`src/rtl/adder_pkg.sv`:
```
// Shared constants for the operand loader and the downstream adder tree.
package adder_pkg;
    localparam int DATA_W  = 4;
    localparam int NUM_OPS = 8;
    localparam int SUM_W   = 15;
endpackage

```
`src/rtl/operand_loader_if.sv`:
```
// Serial-in / parallel-out handshake bundle of the operand loader.
interface operand_loader_if #(parameter int DATA_W = adder_pkg::DATA_W);
    logic [DATA_W-1:0] in_data;
    logic              in_valid;
    logic              in_ready;
    logic              flush;
    logic [DATA_W-1:0] p0, p1, p2, p3, p4, p5, p6, p7;
    logic              out_valid;
    logic              out_ready;

    // master: beat producer and frame consumer; slave: the loader
    modport master (
        output in_data, in_valid, flush, out_ready,
        input  in_ready, p0, p1, p2, p3, p4, p5, p6, p7, out_valid
    );
    modport slave (
        input  in_data, in_valid, flush, out_ready,
        output in_ready, p0, p1, p2, p3, p4, p5, p6, p7, out_valid
    );
endinterface

```
`src/rtl/operand_bank.sv`:
```
// One frame of operand storage, written one nibble at a time by index.
module operand_bank #(
    parameter int DATA_W  = adder_pkg::DATA_W,
    parameter int NUM_OPS = adder_pkg::NUM_OPS,
    parameter int IDX_W   = (NUM_OPS > 1) ? $clog2(NUM_OPS) : 1
) (
    input  logic                             clk,
    input  logic                             rst,
    input  logic                             wr_en,
    input  logic [IDX_W-1:0]                 wr_idx,
    input  logic [DATA_W-1:0]                wr_data,
    output logic [NUM_OPS-1:0][DATA_W-1:0]   ops
);
    logic [NUM_OPS-1:0][DATA_W-1:0] ops_q, ops_d;

    always_comb begin
        ops_d = ops_q;
        if (wr_en) ops_d[wr_idx] = wr_data;
    end

    always_ff @(posedge clk) begin
        if (rst) ops_q <= '0;
        else     ops_q <= ops_d;
    end

    assign ops = ops_q;
endmodule

```
`src/rtl/operand_loader.sv`:
```
// Ping-pong frame loader: serial nibbles fill one bank while the other is
// presented in parallel to the adder tree.
module operand_loader #(
    parameter int DATA_W  = adder_pkg::DATA_W,
    parameter int NUM_OPS = adder_pkg::NUM_OPS
) (
    input  logic             clk,
    input  logic             rst,
    operand_loader_if.slave  bus
);
    localparam int IDX_W = (NUM_OPS > 1) ? $clog2(NUM_OPS) : 1;

    logic [IDX_W-1:0] wr_idx_q, wr_idx_d;
    logic             wr_bank_q, wr_bank_d;
    logic             rd_bank_q, rd_bank_d;
    logic [1:0]       full_q, full_d;

    logic       in_ready, accept, last, drain;
    logic [1:0] bank_we;
    logic [NUM_OPS-1:0][DATA_W-1:0] bank_ops [2];
    logic [NUM_OPS-1:0][DATA_W-1:0] rd_ops;

    // in_ready depends only on flops, so out_ready never reaches it combinationally
    assign in_ready = ~full_q[wr_bank_q];
    assign accept   = bus.in_valid & in_ready & ~bus.flush;
    assign last     = accept && (wr_idx_q == IDX_W'(NUM_OPS - 1));
    assign drain    = full_q[rd_bank_q] & bus.out_ready;

    always_comb begin
        wr_idx_d  = wr_idx_q;
        wr_bank_d = wr_bank_q;
        rd_bank_d = rd_bank_q;
        full_d    = full_q;
        bank_we   = '0;
        bank_we[wr_bank_q] = accept;
        if (bus.flush)   wr_idx_d = '0;
        else if (accept) wr_idx_d = last ? '0 : wr_idx_q + 1'b1;
        // completion targets an empty bank, drain a full one: never the same bank
        if (last) begin
            full_d[wr_bank_q] = 1'b1;
            wr_bank_d         = ~wr_bank_q;
        end
        if (drain) begin
            full_d[rd_bank_q] = 1'b0;
            rd_bank_d         = ~rd_bank_q;
        end
    end

    always_ff @(posedge clk) begin
        if (rst) begin
            wr_idx_q  <= '0;
            wr_bank_q <= 1'b0;
            rd_bank_q <= 1'b0;
            full_q    <= '0;
        end else begin
            wr_idx_q  <= wr_idx_d;
            wr_bank_q <= wr_bank_d;
            rd_bank_q <= rd_bank_d;
            full_q    <= full_d;
        end
    end

    for (genvar b = 0; b < 2; b++) begin : g_bank
        operand_bank #(.DATA_W(DATA_W), .NUM_OPS(NUM_OPS), .IDX_W(IDX_W)) u_bank (
            .clk     (clk),
            .rst     (rst),
            .wr_en   (bank_we[b]),
            .wr_idx  (wr_idx_q),
            .wr_data (bus.in_data),
            .ops     (bank_ops[b])
        );
    end

    assign rd_ops        = bank_ops[rd_bank_q];
    assign bus.in_ready  = in_ready;
    assign bus.out_valid = full_q[rd_bank_q];
    assign bus.p0 = rd_ops[0];
    assign bus.p1 = rd_ops[1];
    assign bus.p2 = rd_ops[2];
    assign bus.p3 = rd_ops[3];
    assign bus.p4 = rd_ops[4];
    assign bus.p5 = rd_ops[5];
    assign bus.p6 = rd_ops[6];
    assign bus.p7 = rd_ops[7];
endmodule

```
`src/flat_wrapper.sv`:
```
// flat-port wrapper written by rule: the top's interface ports become plain ports
module operand_loader_flat 
#(
    parameter int DATA_W  = adder_pkg::DATA_W,
    parameter int NUM_OPS = adder_pkg::NUM_OPS
)
  (clk, rst, bus_in_data, bus_in_valid, bus_flush, bus_out_ready, bus_in_ready, bus_p0, bus_p1, bus_p2, bus_p3, bus_p4, bus_p5, bus_p6, bus_p7, bus_out_valid);
  operand_loader_if #(.DATA_W(DATA_W)) bus_i ();
  input  logic clk;
  input  logic rst;
  input wire logic [$bits(bus_i.in_data)-1:0] bus_in_data;
  input wire logic [$bits(bus_i.in_valid)-1:0] bus_in_valid;
  input wire logic [$bits(bus_i.flush)-1:0] bus_flush;
  input wire logic [$bits(bus_i.out_ready)-1:0] bus_out_ready;
  output wire logic [$bits(bus_i.in_ready)-1:0] bus_in_ready;
  output wire logic [$bits(bus_i.p0)-1:0] bus_p0;
  output wire logic [$bits(bus_i.p1)-1:0] bus_p1;
  output wire logic [$bits(bus_i.p2)-1:0] bus_p2;
  output wire logic [$bits(bus_i.p3)-1:0] bus_p3;
  output wire logic [$bits(bus_i.p4)-1:0] bus_p4;
  output wire logic [$bits(bus_i.p5)-1:0] bus_p5;
  output wire logic [$bits(bus_i.p6)-1:0] bus_p6;
  output wire logic [$bits(bus_i.p7)-1:0] bus_p7;
  output wire logic [$bits(bus_i.out_valid)-1:0] bus_out_valid;
  assign bus_i.in_data = bus_in_data;
  assign bus_i.in_valid = bus_in_valid;
  assign bus_i.flush = bus_flush;
  assign bus_i.out_ready = bus_out_ready;
  assign bus_in_ready = bus_i.in_ready;
  assign bus_p0 = bus_i.p0;
  assign bus_p1 = bus_i.p1;
  assign bus_p2 = bus_i.p2;
  assign bus_p3 = bus_i.p3;
  assign bus_p4 = bus_i.p4;
  assign bus_p5 = bus_i.p5;
  assign bus_p6 = bus_i.p6;
  assign bus_p7 = bus_i.p7;
  assign bus_out_valid = bus_i.out_valid;
  operand_loader #(.DATA_W(DATA_W), .NUM_OPS(NUM_OPS)) u_core (.clk(clk), .rst(rst), .bus(bus_i));
endmodule
```
`config.mk`:
```
export PLATFORM = sky130hd
export DESIGN_NAME = operand_loader_flat
export DESIGN_NICKNAME = d
export VERILOG_FILES = /design/src/rtl/adder_pkg.sv /design/src/rtl/operand_loader_if.sv /design/src/rtl/operand_bank.sv /design/src/rtl/operand_loader.sv /design/src/flat_wrapper.sv
export SDC_FILE = /design/constraint.sdc
export NUM_CORES = 1
export LEC_CHECK = 0
export ABC_CLOCK_PERIOD_IN_PS = 4450
export BUFFER_PORTS_ARGS = -buffer_cell sky130_fd_sc_hd__buf_2
export CORE_MARGIN = 2
export CORE_UTILIZATION = 30
export CTS_BUF_LIST = sky130_fd_sc_hd__clkbuf_16
export DETAILED_ROUTE_END_ITERATION = 16
export GPL_TIMING_DRIVEN = 0
export SLEW_MARGIN = 20
export SYNTH_ARGS = -nofsm -noshare
export SYNTH_HDL_FRONTEND = slang
export SYNTH_SLANG_ARGS = --single-unit
```
`constraint.sdc`:
```
create_clock -name clk -period 4.45 [get_ports clk]
set_clock_uncertainty 0.05 [all_clocks]
set_input_delay 0.6675 -clock clk [delete_from_list [all_inputs] [get_ports clk]]
set_output_delay 0.6675 -clock clk [all_outputs]
set_load 0.005 [all_outputs]
```
Word level (Yosys, flattened, before mapping)

Index checks and enable logic that the tools add are counted.

Register bits after elaboration: 71
Latch bits: 0
Bits in writable memories: 0
Bits in read-only memories: 0
Input bits: 9
Output and inout port bits: 34
Logic and storage cells: 64
Memories: 0

$add $sub $neg: 1
Multiply operators: 0
Div/mod/pow operators: 0
$lt $le $gt $ge: 7
Equality and inequality tests: 1
Shift-type cells: 0
Mux-type cells: 18
Bitwise logic cells: 12
Reductions and logical operators: 5

Operators with widths:

| kind                                                                   | count |
|---|---|
| 32-bit 2-to-1 mux                                                      | 3 |
| 32-bit bitwise mux                                                     | 2 |
| 4-bit demux with 3-bit select                                          | 1 |
| 1-bit 2-to-1 mux                                                       | 6 |
| 2-bit bitwise AND                                                      | 2 |
| 1-bit logical AND                                                      | 4 |
| 1-bit by 2-bit < comparator with 1-bit output (second input constant)  | 2 |
| 3-bit by 4-bit < comparator with 1-bit output (second input constant)  | 1 |
| 2-bit 2-to-1 mux                                                       | 2 |
| 4-bit 2-to-1 mux                                                       | 1 |
| 1-bit NOT                                                              | 4 |
| 3-bit by 1-bit adder with 3-bit output (second input constant)         | 1 |
| 1-bit bitwise AND                                                      | 3 |
| 3-bit == test (second input constant)                                  | 1 |
| 3-bit by 1-bit >= comparator with 1-bit output (second input constant) | 1 |
| 3-bit 2-to-1 mux                                                       | 1 |
| 1-bit demux with 1-bit select                                          | 2 |
| 1-bit >= comparator (second input constant)                            | 2 |
| 2-bit >= comparator (second input constant)                            | 1 |
| 1-bit NOT with 2-bit output                                            | 1 |
| 2-bit NOT                                                              | 1 |
| 2-bit bitwise OR                                                       | 1 |
| 2-bit OR reduction                                                     | 1 |

Longest topological paths before layout

Gate-level depths: netlist of the first run.

Depth after elaboration: 9
Gate-level depth with buffers: 5

By module

From an unflattened synthesis of the first run, not the netlist that was laid out.

Cells, all modules: 322
Area total of the unflattened synthesis: 3432.0 um2

Modules (own cells, without submodules):

| module         | instances | cells an instance | area an instance (um2) | sequential area each (um2) |
|---|---|---|---|---|
| operand_bank   | 2         | 124               | 1350.0                 | 640.6 |
| operand_loader | 1         | 74                | 732.0                  | 140.1 |

Worst setup path before layout of the first run

No wires, ideal clock.

Kind: reg2out
Start point: reg u_core.rd_bank_q
End point: out bus_out_valid
Data arrival time: 1.178 ns
Data required time: 3.733 ns
Setup slack: 2.554 ns
Stages on the path, launching flop included: 4
Buffers on the path: 2
Cells stage by stage: dfxtp_1 > buf_2 > buf_1 > mux2_2

Cells in the longest elaborated chain, start to end: 2

RTL lines:

| item                                                | line                 | RTL |
|---|---|---|
| start, declared                                     | operand_loader.sv:15 | `logic rd_bank_q, rd_bank_d;` |
| start signal, assigned                              | operand_loader.sv:58 | `rd_bank_q <= rd_bank_d;` |
| 1-bit 2-to-1 mux (not written as such) (2 in a row) | operand_loader.sv:76 | `assign bus.out_valid = full_q[rd_bank_q];` |
| end, declared                                       | flat_wrapper.sv:24   | `output wire logic [$bits(bus_i.out_valid)-1:0] bus_out_valid;` |

Every way passes these cells. The select of a mux whose other input is x is not followed.

Worst setup path in the final report of the first run

Start point: reg u_core.rd_bank_q
End point: out bus_p6[3]

Cells in the longest elaborated chain, start to end: 4

RTL lines:

| item                                                 | line                 | RTL |
|---|---|---|
| 1-bit NOT with 2-bit output (not written as such)    | operand_loader.sv:74 | `assign rd_ops = bank_ops[rd_bank_q];` |
| 32-bit 2-to-1 mux (not written as such) (3 in a row) | operand_loader.sv:74 |  |
| end, declared                                        | flat_wrapper.sv:22   | `output wire logic [$bits(bus_i.p6)-1:0] bus_p6;` |

Every way passes these cells. The select of a mux whose other input is x is not followed.

==> results of run 1 <==
-- final timing paths --
| check | startpoint | endpoint | slack, ps |
|---|---|---|---|
| worst max-delay path | u_core.rd_bank_q$_SDFFE_PP0N_ | bus_p6[3] | 1730 |
| worst min-delay path | u_core.g_bank[1].u_bank.ops[12]$_SDFFE_PP0P_ | u_core.g_bank[1].u_bank.ops[12]$_SDFFE_PP0P_ | 420 |
| worst max register to register | u_core.wr_bank_q$_SDFFE_PP0N_ | u_core.g_bank[0].u_bank.ops[28]$_SDFFE_PP0P_ | 2710 |
| worst min register to register | u_core.g_bank[1].u_bank.ops[12]$_SDFFE_PP0P_ | u_core.g_bank[1].u_bank.ops[12]$_SDFFE_PP0P_ | 420 |
-- final cells by class --
class / instances / share of cell area
multi-input combinational: 216 / 0.447
sequential: 71 / 0.359
clock buffer: 9 / 0.0568
timing repair buffer: 41 / 0.0518
tap: 140 / 0.0442
buffer: 24 / 0.0234
clock inverter: 7 / 0.0167
inverter: 2 / 0.00189
-- cell usage in the layout, fill, tap and decap left out, types with 2 or more instances in the layout --
| master | instances |
|---|---|
| clkbuf_16 | 9 |
| a21oi_1 | 3 |
| clkinvlp_4 | 2 |
| nand4_1 | 2 |
| mux2_2 | 34 |
| a21boi_0 | 3 |
| nand3_1 | 8 |
| mux2i_1 | 64 |
| nand2b_1 | 69 |
| nand2_1 | 4 |
| buf_1 | 3 |
| ha_1 | 2 |
| dfxtp_1 | 71 |
| nor3_1 | 3 |
| o21ai_0 | 5 |
| nor2_1 | 3 |
| clkbuf_1 | 19 |
| inv_1 | 4 |
| nand4b_1 | 2 |
| nand3b_1 | 3 |
| buf_2 | 43 |
| nor2b_1 | 3 |
-- synth_stat cells, types with 2 or more instances --
library cell,number
dfxtp_1,71
nand2b_1,69
mux2i_1,64
mux2_2,34
clkbuf_1,19
nand3_1,8
o21ai_0,5
nand2_1,4
a21boi_0,3
a21oi_1,3
buf_1,3
nand3b_1,3
nor2_1,3
nor2b_1,3
nor3_1,3
buf_2,2
ha_1,2
inv_1,2
nand4_1,2
nand4b_1,2
-- power groups by stage --
stage                     registers, W  clock network (W)   logic, W
after floorplan               0.000653                  0  0.0000358
after global placement        0.000653                  0  0.0000578
after detailed placement      0.000654                  0  0.0000580
after CTS                     0.000640           0.000709  0.0000581
after global routing          0.000640           0.000742  0.0000622
final                         0.000640           0.000702  0.0000573
-- per-layer routing --
layer	wire (microns)	track usage	vias to the layer above
li1	-	-	1187
met3	318	0.0299	8
met1	3720	0.181	1178
met2	3800	0.240	40
met4	114	0.0549	0
met5	0	0	-
-- sequential cells by signal (all words and copies together) (netlist names) --
signal                    flops
u_core.wr_idx_q               3
u_core.g_bank.u_bank.ops     64
u_core.rd_bank_q              1
u_core.full_q                 2
u_core.wr_bank_q              1
-- cell families after synthesis --
kind of cell,after synthesis
AOI/OAI and AO/OA,12
adders and majority gates,2
buffers and inverters,26
DFF,71
muxes,98
and+or+nand+nor,104
-- critical path: cells and delay by family (launching register included) --
family                 cells  cell delay (ps)
buffers and inverters      3              940
flip-flops                 1              300
multiplexers               1              420
-- per-stage QoR --
stage / cells / worst slack, ps / total power (W) / util
final: 510 / 1730 / 0.00140 / 0.367
after global routing: 510 / 1570 / 0.00144 / 0.367
after CTS: 510 / 1660 / 0.00141 / 0.367
after detailed placement: 494 / 2020 / 0.000712 / 0.340
after global placement: 494 / 2040 / 0.000711 / 0.340
after floorplan: 313 / 2550 / 0.000689 / -
==> flow_summary.yaml, run 1 <==
cells_and_area:
  drive_above_1_share: 0.249
  multi_input_area_sq_um: 1770
  n_fill_cell: 1110
  diodes: 0
  nets: 376
  regArea_sq_um: 1420
  final_area_sq_um: 3960
  synthToLayoutAreaGrowth_pct: 20.4
pwr:
  p_int_w: 0.00109
  power.share.combinational: 0.041
  power.leakage_nw: 1.94
  p_sw_w: 0.000307
  power_density_nw_per_um2: 353
  p_sw_frac: 0.220
  p_clk_frac: 0.502
  ir_drop_mv: 0.208
  seq_power_share: 0.457
synthesis:
  syn_inst: 313
  async_reset_ff_frac: 0
  synth_ff_type: "dfxtp_1"
  yosys.area_share.adder: 0.00760
  yosys.area_share.simple: 0.198
  synth_compound_area_frac: 0.0209
  synth.yosys.seq_area_share: 0.432
  ys_ff_latch: 71
  yosys_warnings: 0
  yosysTopAreaCell: "dfxtp_1"
  synth_top_family_by_area: "multiplexers"
  synth_top_area_frac: 0.432
  synth_area_leaders: "dfxtp_1, mux2i_1, nand2b_1, mux2_2, clkbuf_1"
  syn_nets: 324
  synth.mux.area_fraction: 0.311
  netlist_area_sq_um: 3290
  synth_cell_type_count: 28
  syn_avg_cell_area_sq_um: 10.5
  synth_edf_count: 0
  synth_xor_area_frac: 0
sta:
  worst_pin_slew_ps: 717
  setup_violations: 0
  holdWs_ps: 424
  hold_viol: 0
  max_clock_freq_ghz: 0.368
  final.setup.tns_ps: 0
  grt_setup_unrepaired: "false"
  period_needed_ps: 2720
  worst_slew_margin_rel: 0.522
  slew_viol_final: 0
  finalCritPeriodShare: 0.611
outcome:
  status: "complete, no violations"
detailed_routing:
  drt-wirelength-per-cell_microns: 15.6
  vias: 2413
  drc: 0
  firstDrtPassIters: 4
  drtAntennaViolNets: 0
  routed_wl_microns: 7950
  via_per_inst: 4.73
  drtIter0Drc: 70
clocking:
  cts_tree: "yes"
  cts_setup_buffers: 0
  clockBufferDepth: 2
  cts_root_buffer: "clkbuf_16"
  cts-buffers-inserted: 9
  clk-insertion-delay-late_ps: 330
  clk_pin_slew_worst_paths_ps: 60
  holdBufCountCts: 0
  post_cts_resized: 0
  cts_max_level: 3
  clkSinkCount: 71
die:
  rows: 38
  die-area_sq_um: 11800
  die_y_microns: 109
  core_area_sq_um: 10800
  start_util: 0.305
  io_pins: 43
  die_w_microns: 109
min_path:
  min_path_cells: 2
  min_path_type: "register to register"
job:
  maxCapViolations: 0
setup_path:
  crit_type: "register to output pin"
  cp_cell_sequence: "buf_2, buf_1, mux2_2, buf_2"
  critPathCaptureType: "output pin"
  worst_path_largest_cell_delay_ps: 580
  start_kind: "register"
  arrival_ps: 2000
  critPathMaxFanout: 10
  path_common_cell: "buf_2"
  r2r_cells: 3
  worstPathRequired_ps: 3730
  critPathSlowestCell: "buf_1"
placed_design:
  gp_congestion: 0.725
  hpwlAfterDp_microns: 5680
  placed_area_sq_um: 3670
  portBuffers: 41
global_route:
  antenna_found_initial: 0
  grt_start_max_net_pins: 13
  grt_pass1_wl_microns: 12800
  grt-ovfl-total: 0
  track_usage: 0.143
  grt_pass1_vias: 2512
No activity file was read; power rests on OpenSTA's default activity.
==> run 2, diff against run 1 <==
Settings changed: ABC_CLOCK_PERIOD_IN_PS 4450 to 2470.
Clock period 4.45 ns to 2.47 ns, I/O delays scaled along.
==> flow_summary.yaml, run 2 (synthesis gave the netlist of run 1 again) <==
die:
  die-area_sq_um: 11800
  rows: 38
  die_y_microns: 109
  start_util: 0.305
  die_w_microns: 109
  core_area_sq_um: 10800
  io_pins: 43
placed_design:
  placed_area_sq_um: 3670
  gp_congestion: 0.725
  portBuffers: 41
  hpwlAfterDp_microns: 5680
global_route:
  grt_pass1_vias: 2512
  track_usage: 0.143
  grt-ovfl-total: 0
  grt_pass1_wl_microns: 12800
  antenna_found_initial: 0
  grt_start_max_net_pins: 13
cells_and_area:
  largest_reg_flops: 64
  nets: 376
  final_area_sq_um: 3970
  final_cell_mix: "dfxtp_1, nand2b_1, mux2i_1"
  drive_above_1_share: 0.254
  layout_commonest_cell: "dfxtp_1"
  diodes: 0
  synthToLayoutAreaGrowth_pct: 20.5
  n_fill_cell: 1110
min_path:
  min_path_cells: 3
  min_path_type: "input pin to register"
detailed_routing:
  routed_wl_microns: 7940
  via_per_inst: 4.74
  vias: 2419
  drc: 0
  drtAntennaViolNets: 0
  drtIter0Drc: 70
  drt-wirelength-per-cell_microns: 15.6
  firstDrtPassIters: 5
sta:
  finalCritPeriodShare: 0.937
  grt_setup_unrepaired: "false"
  final.setup.tns_ps: 0
  holdWs_ps: 314
  hold_viol: 0
  worst_pin_slew_ps: 639
  max_clock_freq_ghz: 0.432
  setup_violations: 0
  worst_slew_margin_rel: 0.574
  period_needed_ps: 2310
  slew_viol_final: 0
setup_path:
  crit_type: "register to output pin"
  start_kind: "register"
  arrival_ps: 1890
  r2r_cells: 3
  critPathMaxFanout: 10
  critPathCaptureType: "output pin"
  worstPathRequired_ps: 2050
pwr:
  power_density_nw_per_um2: 635
  power.leakage_nw: 1.95
  p_sw_frac: 0.220
  power.share.combinational: 0.041
  p_sw_w: 0.000553
  ir_drop_mv: 0.373
  seq_power_share: 0.457
  p_clk_frac: 0.502
  p_int_w: 0.00197
clocking:
  clkSinkCount: 71
  clk_pin_slew_worst_paths_ps: 60
  cts-buffers-inserted: 9
  cts_root_buffer: "clkbuf_16"
  clk-insertion-delay-late_ps: 330
  cts_tree: "yes"
  holdBufCountCts: 0
  cts_max_level: 3
  clockBufferDepth: 2
outcome:
  status: "complete, no violations"
job:
  maxCapViolations: 0
run 2: worst max-delay path: stages, from the launching register on:
cell     delay (ps)
dfxtp_1         300
buf_2           230
buf_1           480
mux2_2          420
buf_2           130
run 2: worst paths after layout:
| check | start | to | slack, ps |
|---|---|---|---|
| max | u_core.rd_bank_q$_SDFFE_PP0N_ | bus_p5[3] | 160 |
| min | bus_out_ready | u_core.rd_bank_q$_SDFFE_PP0N_ | 310 |
| min reg2reg | u_core.g_bank[1].u_bank.ops[12]$_SDFFE_PP0P_ | u_core.g_bank[1].u_bank.ops[12]$_SDFFE_PP0P_ | 420 |
| max reg2reg | u_core.wr_bank_q$_SDFFE_PP0N_ | u_core.g_bank[0].u_bank.ops[28]$_SDFFE_PP0P_ | 710 |
run 2: power by group through the flow:
stage | sequential [W] | combinational (W) | clock (W)
CTS | 0.00115 | 0.000105 | 0.00128
floorplan | 0.00118 | 0.0000645 | 0
global placement | 0.00118 | 0.000104 | 0
global route | 0.00115 | 0.000112 | 0.00134
finish | 0.00115 | 0.000103 | 0.00126
detailed placement | 0.00118 | 0.000104 | 0
run 2: cell type report:
type	instances	area, sq um	area share
Sequential cell	71	1420	0.358
Buffer	24	95.1	0.0240
Clock inverter	7	66.3	0.0167
Clock buffer	9	225	0.0568
Inverter	2	7.51	0.00189
Multi-Input combinational cell	216	1770	0.446
Tap cell	140	175	0.0442
Timing Repair Buffer	41	205	0.0517
run 2: timing repair:
item / 4_1_cts / 5_1_grt
setup endpoints to repair: 10 / 10
setup buffers: 0 / 0
gates cloned: 0 / 0
resized for setup: 1 / 1
run 2: stage by stage:
stage	cells	worst slack, ps	power [W]	utilization
detailed placement	494	334	0.00128	0.340
finish	510	157	0.00252	0.367
floorplan	313	871	0.00124	-
global placement	494	357	0.00128	0.340
global route	510	64.1	0.00260	0.367
CTS	510	55.8	0.00253	0.367
run 2: metal layers:
metal / vias to the layer above / wire, microns / global-route usage
met2: 38 / 3780 / 0.240
met3: 9 / 291 / 0.0299
li1: 1190 / - / -
met1: 1182 / 3750 / 0.181
met4: 0 / 123 / 0.0549
met5: - / 0 / 0
==> run 3, diff against run 2 <==
Settings changed: CELL_PAD_IN_SITES_DETAIL_PLACEMENT set to 2, CELL_PAD_IN_SITES_GLOBAL_PLACEMENT set to 2, PLACE_DENSITY_LB_ADDON set to 0.1, SYNTH_HIERARCHICAL set to 1.
==> flow_summary.yaml, run 3 <==
outcome:
  status: "complete, no violations"
pwr:
  power_w: 0.00264
  ir_drop_mv: 0.326
  power.leakage_nw: 2.00
  power_density_nw_per_um2: 639
sta:
  hold_viol: 0
  grt_setup_unrepaired: "false"
  holdWs_ps: 336
  worst_pin_slew_ps: 706
  max_clock_freq_ghz: 0.449
  period_needed_ps: 2230
  worst_slew_margin_rel: 0.529
  setup_violations: 0
  slew_viol_final: 0
  finalCritPeriodShare: 0.902
  final.setup.tns_ps: 0
setup_path:
  arrival_ps: 1810
  rrSetupSlack_ps: 620
  cp-startpoint: "u_core/rd_bank_q$_SDFFE_PP0N_"
  start_kind: "register"
  critPathCaptureType: "output pin"
  endpoint: "bus_p6[3]"
  r2r_start: "u_core/wr_bank_q$_SDFFE_PP0N_"
  crit_type: "register to output pin"
  reg2reg_to: "u_core/g_bank[1].u_bank/ops[0]$_SDFFE_PP0P_"
  worstPathRequired_ps: 2050
  critPathMaxFanout: 10
  r2r_cells: 5
global_route:
  use_met1: 0.213
  track_usage: 0.168
  grt_pass1_vias: 2743
  use_met2: 0.288
  gr-usage-met3: 0.0394
  grt-ovfl-total: 0
  grt_pass1_wl_microns: 15700
  grt_start_max_net_pins: 24
  top_usage_layer: "met2"
  antenna_found_initial: 0
cells_and_area:
  diodes: 0
  layout_commonest_cell: "nand2b_1"
  nets: 386
  n_fill_cell: 1209
  largest_reg_flops: 64
  synthToLayoutAreaGrowth_pct: 20.5
  drive_above_1_share: 0.276
  multi_input_area_sq_um: 1840
  final_cell_mix: "nand2b_1, dfxtp_1, mux2i_1"
  final_area_sq_um: 4140
  regArea_sq_um: 1420
die:
  die_w_microns: 111
  start_util: 0.304
  die-area_sq_um: 12300
  die_y_microns: 111
  rows: 39
  io_pins: 43
  core_area_sq_um: 11300
clocking:
  clockBufferDepth: 2
  cts_root_buffer: "clkbuf_16"
  clk-insertion-delay-late_ps: 330
  cts-buffers-inserted: 9
  cts_tree: "yes"
  cts_setup_buffers: 0
  post_cts_resized: 0
  clkSinkCount: 71
  clk_pin_slew_worst_paths_ps: 60
  holdBufCountCts: 0
  cts_max_level: 3
min_path:
  min_path_type: "input pin to register"
  worstHoldStart: "bus_flush"
synthesis:
  synth_most_common_cell: "nand2b_1"
  synth.yosys.seq_area_share: 0.414
  synth_top_area_frac: 0.414
  ys_ff_latch: 71
  yosysTopAreaCell: "dfxtp_1"
  synth_cell_type_count: 27
  yosys_warnings: 6
  synth_ff_type: "dfxtp_1"
  async_reset_ff_frac: 0
  netlist_area_sq_um: 3430
  synth_area_leaders: "dfxtp_1, mux2i_1, nand2b_1, mux2_2, clkbuf_1"
  syn_inst: 322
  synth_common_cells: "nand2b_1, dfxtp_1, mux2i_1, mux2_2, clkbuf_1"
  syn_avg_cell_area_sq_um: 10.7
  syn_nets: 333
  synth_edf_count: 0
detailed_routing:
  drt-wirelength-per-cell_microns: 18.7
  routed_wl_microns: 9770
  drtIter0Drc: 69
  firstDrtPassIters: 4
  via_per_inst: 4.81
  drtAntennaViolNets: 0
  vias: 2517
  drc: 0
placed_design:
  portBuffers: 42
  placed_area_sq_um: 3820
  hpwlAfterDp_microns: 6520
  gp_congestion: 0.692
job:
  maxCapViolations: 0
==> run 3: cell types whose count changed in the layout (fill, tap and decap cells not counted), moves of 3 or more <==
cell | previous run | this run
nand3_1 | 8 | 0
nand4b_1 | 2 | 8
clkbuf_1 | 19 | 22
nand2b_1 | 69 | 73
buf_6 | 0 | 4
nand4bb_1 | 0 | 6
a21boi_0 | 3 | 0
buf_2 | 44 | 50
a21boi_1 | 0 | 3
nand2_1 | 4 | 0
==> run 3: how the worst min path moves through the flow <==
stage	cells past startpoint	endpoint	slack [ps]
after floorplan	1	u_core/full_q[0]$_SDFF_PP0_	390
after global placement	2	u_core/g_bank[1].u_bank/ops[0]$_SDFFE_PP0P_	410
after detailed placement	2	u_core/g_bank[0].u_bank/ops[13]$_SDFFE_PP0P_	410
after CTS	3	u_core/wr_idx_q[0]$_SDFFE_PP0N_	330
after global routing	3	u_core/wr_idx_q[0]$_SDFFE_PP0N_	340
final	3	u_core/wr_idx_q[0]$_SDFFE_PP0N_	340
==> run 3: metrics by stage <==
stage | cells | setup WS (ps) | util
3_5_place_dp | 507 | 327 | 0.339
2_1_floorplan | 322 | 700 | -
6_report | 523 | 242 | 0.367
5_1_grt | 523 | 159 | 0.367
4_1_cts | 523 | 175 | 0.367
3_3_place_gp | 507 | 357 | 0.339
==> run 3: cells by family (layout without fill, tap and decap cells) <==
group | after synthesis | after routing | synth area share
buffers and inverters | 36 | 94 | 0.0510
adder cells (fa/ha/maj) | 2 | 2 | 0.00729
multiplexers | 98 | 98 | 0.299
AO/OA/AOI/OAI | 12 | 12 | 0.0200
flip-flops | 71 | 71 | 0.414
AND/OR/NAND/NOR | 103 | 103 | 0.208
==> run 3: critical path, stage by stage, from the launching register on <==
cell     delay [ps]
dfxtp_1         300
buf_2           260
buf_2           380
mux2_2          400
buf_2           130
==> run 3: layer usage <==
metal | vias to the layer above | wire [microns]
met2 | 35 | 4860
li1 | 1215 | -
met1 | 1262 | 4540
met4 | 0 | 89
met5 | - | 0
met3 | 5 | 276
==> run 3: cell type report <==
cell class                      instances  area share
Clock buffer                            9      0.0545
Tap cell                              143      0.0433
Inverter                                2     0.00182
Sequential cell                        71       0.344
Clock inverter                          7      0.0215
Buffer                                 34      0.0405
Timing Repair Buffer                   42      0.0508
Multi-Input combinational cell        215       0.444
==> run 3: power by group <==
| group | internal [W] | switching [W] |
|---|---|---|
| clock network | 0.000877 | 0.000500 |
| logic | 0.0000482 | 0.0000664 |
| registers | 0.00115 | 0.00000320 |
| total | 0.00207 | 0.000569 |
